`src/rtl/inst_encoder.sv`:
```
// rtl/inst_encoder.sv - RV32I field-set to instruction-word encoder with output FIFO
//
// Purpose: packs opcode/register/funct/immediate fields into a 32-bit RV32I
// word (I, S, B, J and R formats) and buffers the result in a small FIFO.
// Field sets carrying an unsupported opcode are dropped and flagged on err.
//
// Ports:
//   clk        - single clock, rising edge
//   reset      - synchronous, active-low reset
//   in_valid   - field set on in_* is valid
//   in_ready   - encoder can accept a field set (FIFO not full)
//   in_opcode, in_rd, in_rs1, in_rs2, in_funct3, in_funct7 - instruction fields
//   in_imm     - sign-extended immediate (byte offset for B/J)
//   out_valid  - out_inst holds an encoded word
//   out_ready  - consumer takes out_inst
//   out_inst   - encoded instruction word (0 while out_valid is low)
//   out_count  - number of words delivered, wraps
//   err        - one-cycle pulse for each dropped field set
//
// Configuration: define IMM_RANGE_CHECK_EN to also drop field sets whose
// immediate does not fit the format; otherwise immediates are truncated.

module inst_encoder #(
  parameter int FIFO_DEPTH = 2,
  parameter int COUNT_W    = 16
) (
  input  logic               clk,
  input  logic               reset,
  input  logic               in_valid,
  output logic               in_ready,
  input  logic [6:0]         in_opcode,
  input  logic [4:0]         in_rd,
  input  logic [4:0]         in_rs1,
  input  logic [4:0]         in_rs2,
  input  logic [2:0]         in_funct3,
  input  logic [6:0]         in_funct7,
  input  logic [31:0]        in_imm,
  output logic               out_valid,
  input  logic               out_ready,
  output logic [31:0]        out_inst,
  output logic [COUNT_W-1:0] out_count,
  output logic               err
);

  localparam int AW = $clog2(FIFO_DEPTH);
  localparam int OW = AW + 1;

  localparam logic [6:0] OP_IMM    = 7'b0010011;
  localparam logic [6:0] OP_LOAD   = 7'b0000011;
  localparam logic [6:0] OP_JALR   = 7'b1100111;
  localparam logic [6:0] OP_STORE  = 7'b0100011;
  localparam logic [6:0] OP_BRANCH = 7'b1100011;
  localparam logic [6:0] OP_JAL    = 7'b1101111;
  localparam logic [6:0] OP_REG    = 7'b0110011;

  logic [31:0]   enc_word;
  logic          enc_known;
  logic          imm_ok;
  logic          enc_ok;
  logic          accept;
  logic          push;
  logic          pop;

  logic [31:0]   mem [FIFO_DEPTH];
  logic [AW-1:0] wr_ptr;
  logic [AW-1:0] rd_ptr;
  logic [OW-1:0] occ;

  // Format packing; fields a format does not define are simply not placed.
  always_comb begin
    enc_word  = 32'd0;
    enc_known = 1'b1;
    case (in_opcode)
      OP_IMM, OP_LOAD, OP_JALR:
        enc_word = {in_imm[11:0], in_rs1, in_funct3, in_rd, in_opcode};
      OP_STORE:
        enc_word = {in_imm[11:5], in_rs2, in_rs1, in_funct3, in_imm[4:0], in_opcode};
      OP_BRANCH:
        enc_word = {in_imm[12], in_imm[10:5], in_rs2, in_rs1, in_funct3,
                    in_imm[4:1], in_imm[11], in_opcode};
      OP_JAL:
        enc_word = {in_imm[20], in_imm[10:1], in_imm[11], in_imm[19:12], in_rd, in_opcode};
      OP_REG:
        enc_word = {in_funct7, in_rs2, in_rs1, in_funct3, in_rd, in_opcode};
      default:
        enc_known = 1'b0;
    endcase
  end

`ifdef IMM_RANGE_CHECK_EN
  // Immediate must be a true sign extension of the encodable width; B/J
  // offsets must also be even because bit 0 is not stored.
  always_comb begin
    imm_ok = 1'b1;
    case (in_opcode)
      OP_IMM, OP_LOAD, OP_JALR, OP_STORE:
        imm_ok = (in_imm[31:11] == {21{in_imm[11]}});
      OP_BRANCH:
        imm_ok = (in_imm[31:12] == {20{in_imm[12]}}) && !in_imm[0];
      OP_JAL:
        imm_ok = (in_imm[31:20] == {12{in_imm[20]}}) && !in_imm[0];
      default:
        imm_ok = 1'b1;
    endcase
  end
`else
  // High immediate bits are intentionally discarded by truncation.
  logic unused_imm_hi;
  assign unused_imm_hi = ^in_imm[31:21];
  assign imm_ok        = 1'b1;
`endif

  assign enc_ok    = enc_known && imm_ok;

  // Power-of-two depth: the occupancy MSB alone marks the full state.
  assign in_ready  = !occ[AW];
  assign out_valid = (occ != '0);
  assign accept    = in_valid && in_ready;
  assign push      = accept && enc_ok;
  assign pop       = out_valid && out_ready;
  assign out_inst  = out_valid ? mem[rd_ptr] : 32'd0;

  always_ff @(posedge clk) begin
    if (reset && push) begin
      mem[wr_ptr] <= enc_word;
    end
  end

  always_ff @(posedge clk) begin
    if (!reset) begin
      wr_ptr    <= '0;
      rd_ptr    <= '0;
      occ       <= '0;
      out_count <= '0;
      err       <= 1'b0;
    end else begin
      err <= accept && !enc_ok;
      if (push) begin
        wr_ptr <= wr_ptr + AW'(1);
      end
      if (pop) begin
        rd_ptr    <= rd_ptr + AW'(1);
        out_count <= out_count + COUNT_W'(1);
      end
      case ({push, pop})
        2'b10:   occ <= occ + OW'(1);
        2'b01:   occ <= occ - OW'(1);
        default: occ <= occ;
      endcase
    end
  end

endmodule

```
`config.mk`:
```
export PLATFORM = sky130hd
export DESIGN_NAME = inst_encoder
export DESIGN_NICKNAME = d
export VERILOG_FILES = /design/src/rtl/inst_encoder.sv
export SDC_FILE = /design/constraint.sdc
export NUM_CORES = 1
export LEC_CHECK = 0
export BUFFER_PORTS_ARGS = -buffer_cell sky130_fd_sc_hd__buf_2
export CORE_UTILIZATION = 50
export DETAILED_ROUTE_END_ITERATION = 8
export MAX_ROUTING_LAYER = met4
export PLACE_DENSITY = 0.8
export RECOVER_POWER = 100
export SLEW_MARGIN = 20
export SYNTH_ARGS = -nofsm -noshare
export SYNTH_HDL_FRONTEND = slang
export SYNTH_SLANG_ARGS = --single-unit
```
`constraint.sdc`:
```
create_clock -name clk -period 5.42 [get_ports clk]
set_input_delay 0.813 -clock clk [delete_from_list [all_inputs] [get_ports clk]]
set_output_delay 0.813 -clock clk [all_outputs]
set_load 0.05 [all_outputs]
```
==> impl_metrics.csv <==
group,metric,value,unit
clocking,cts_resized,0,
critical_path,crit_type,"in2reg",
clocking,clockBufferDepth,2,
place,place_hpwl,5.71,mm
die,die_w,90.0,µm
pwr,ir_worst_vdd,0.140,mV
critical_path,cp.required,5.38,ns
die,fp.dieH,90.0,µm
critical_path,crit_chain,"clkbuf_1 > nand2b_1 > or2_0 > a211oi_1 > clkbuf_1",
place,place_congestion,0.792,
global_routing,grt_usage,0.217,
yosys,ys_ff_latch,86,
sta,rsz0062_at_grt,"no",
die,core,7370,µm²
critical_path,cp_common_cell,"clkbuf_1",
sta,fin_crit,3.82,ns
hold_path,hold_class,"reg2reg",
global_routing,grt_max_degree,33,
sta,setup_tns,0,ns
layout,antenna_cells,0,
detailed_routing,drtIter0Drc,140,
critical_path,arrival,3.77,ns
die,start_util,0.525,
critical_path,cp-end-kind,"register",
die,die_area,8100,µm²
sta,relSlewSlack,-0.257,
run_status,violations,"max-capacitance violations, max-slew violations",
global_routing,antenna_found_initial,0,
die,io_pins,119,
die,rows,31,
clocking,htree_levels,3,
yosys,synth_area,3870,µm²
sta,clock.fmax,262,MHz
layout,final_cell_mix,"edfxtp_1, clkbuf_1, buf_2",
clocking,clkSlewWorstSetupHoldPaths,0.08,ns
sta,fin_crit_sh,0.704,
clocking,cts_hold_buf,0,
yosys,synthArstFlopShare,0,
detailed_routing,first_pass_iters,4,
critical_path,crit_fanout,26,
clocking,cts_setup_buffers,0,
detailed_routing,vias,2810,
pwr,p_per_area,268,nW/µm²
yosys,synth_seq_area_share,0.610,
job,maxCapViolCount,2,
detailed_routing,drc,0,
yosys,synth_ff_type,"edfxtp_1",
run_status,status,"finished with violations",
detailed_routing,wl,8.15,mm
place,placed_cell_area,4510,µm²
layout,final_common_cell,"edfxtp_1",
critical_path,slowest_delay,1.20,ns
yosys,yosys_warnings,0,
layout,nNetsFinal,492,
sta,hold_viol,0,
global_routing,grt_pass1_wl,13.2,mm
hold_path,whs_path_depth,2,
sta,report.final.slew_viol_count,60,
layout,fillers,633,
detailed_routing,routed_via_density,5.34,
sta,worst_slew_pin_slew,1.88,ns
layout,final_cell_area,4590,µm²
global_routing,grt.overflow.total,0,
layout,synthToLayoutAreaGrowth,18.7,%
yosys,synth_nets,383,
yosys,avgSynthCellArea,12.4,µm²
place,port_buffers,107,
clocking,cts_tree,"yes",
yosys,yosysUniqueCellTypes,42,
pwr,p_leak,1.61,nW
clocking,cts_inserted_buffers,9,
yosys,syn_inst,313,
detailed_routing,antenna_left,0,
global_routing,grt_pass1_vias,2744,
critical_path,crit_slowest_cell,"clkbuf_1",
critical_path,reg2reg_depth,4,
clocking,root_buffer,"clkbuf_8",
clocking,cts.sinks,86,
clocking,clock_latency,0.35,ns
yosys,synth_enable_flop_cells,64,
detailed_routing,wl_per_cell,15.5,µm
sta,clock_skew,0.00773,ns
layout,drive_above_1_share,0.173,
sta,finalSetupViolCount,0,
critical_path,cp-start-kind,"primary input",
-- state kept, by name, indices dropped and copies added, names as in the netlist, named ones only --
register and cells:
mem 64, out_count 16, occ 2, err 1
rd_ptr 1, wr_ptr 1
-- final timing paths --
kind	slack [ns]	startpoint	endpoint
worst max-delay path	1.60	in_opcode[4]	mem[0][13]
worst min-delay path	0.48	out_count[15]	out_count[15]
worst max register to register	2.21	occ[1]	mem[0][13]
worst min register to register	0.48	out_count[15]	out_count[15]
-- power by group --
group | switching [mW] | internal, mW | total (mW) | leakage, nW
Clock | 0.240 | 0.200 | 0.439 | 0.0922
Combinational | 0.0469 | 0.0340 | 0.0809 | 0.734
Sequential | 0.00699 | 0.703 | 0.710 | 0.785
Total | 0.294 | 0.936 | 1.23 | 1.61
-- logic make-up after synthesis --
logic type | Yosys count | share of synthesized area
DFF | 86 | 0.610
muxes | 37 | 0.0960
xor gates and xnor gates | 12 | 0.0272
AOI/OAI and AO/OA | 48 | 0.0957
adders and majority gates | 2 | 0.00647
and+or+nand+nor | 104 | 0.136
buffers and inverters | 24 | 0.0278
-- metal layers --
metal  part of all wire  wire [µm]  track usage
met5                  0          0            -
met4              0.025        201        0.102
met3              0.048        395       0.0431
met2               0.48       3950        0.346
met1               0.44       3600        0.269
-- critical path: cells and delay by family --
kind            cells  cell delay, ns
simple gates        2            0.65
buf+inv             2            1.33
compound gates      1            0.96
-- synth_stat cells, types with 2 or more instances --
master	count	area share
nand2_1	18	0.017
a22o_1	23	0.052
nor3_1	5	0.0065
a221o_1	2	0.0052
nor2b_1	2	0.0032
or3_1	4	0.0065
xnor2_1	6	0.014
a21oi_1	2	0.0026
inv_1	11	0.011
ha_1	2	0.0065
buf_4	2	0.0039
nand4_1	3	0.0049
or2_2	3	0.0049
mux2i_1	36	0.093
o21ai_1	2	0.0026
clkbuf_1	5	0.0049
a21boi_0	5	0.0097
a21o_1	3	0.0058
nand2b_1	4	0.0065
dfxtp_1	22	0.11
nor4_1	4	0.0065
buf_2	3	0.0039
o21ai_0	6	0.0078
and2_1	13	0.021
nand3_1	5	0.0065
edfxtp_1	64	0.50
nor2_1	38	0.037
xor2_1	6	0.014
-- layout make-up --
class                           count  area [µm²]  area share
Timing Repair Buffer              110         484       0.105
Clock inverter                      6        51.3      0.0112
Clock buffer                       10         149      0.0324
Tap cell                           99         124      0.0270
Multi-Input combinational cell    203        1380       0.300
Inverter                           12        45.0     0.00980
Sequential cell                    86        2360       0.514
-- through the flow --
stage,util,hold slack (ns),setup slack [ns],power (mW),std cells
3_3_place_gp,0.611,0.457,2.17,0.804,510
4_1_cts,0.639,0.477,2.46,1.24,526
2_1_floorplan,-,0.451,1.08,0.771,313
3_5_place_dp,0.611,0.464,2.08,0.807,510
5_1_grt,0.623,0.505,1.42,1.28,526
6_report,0.623,0.480,1.60,1.23,526
Power figures use the tool's default switching activity.
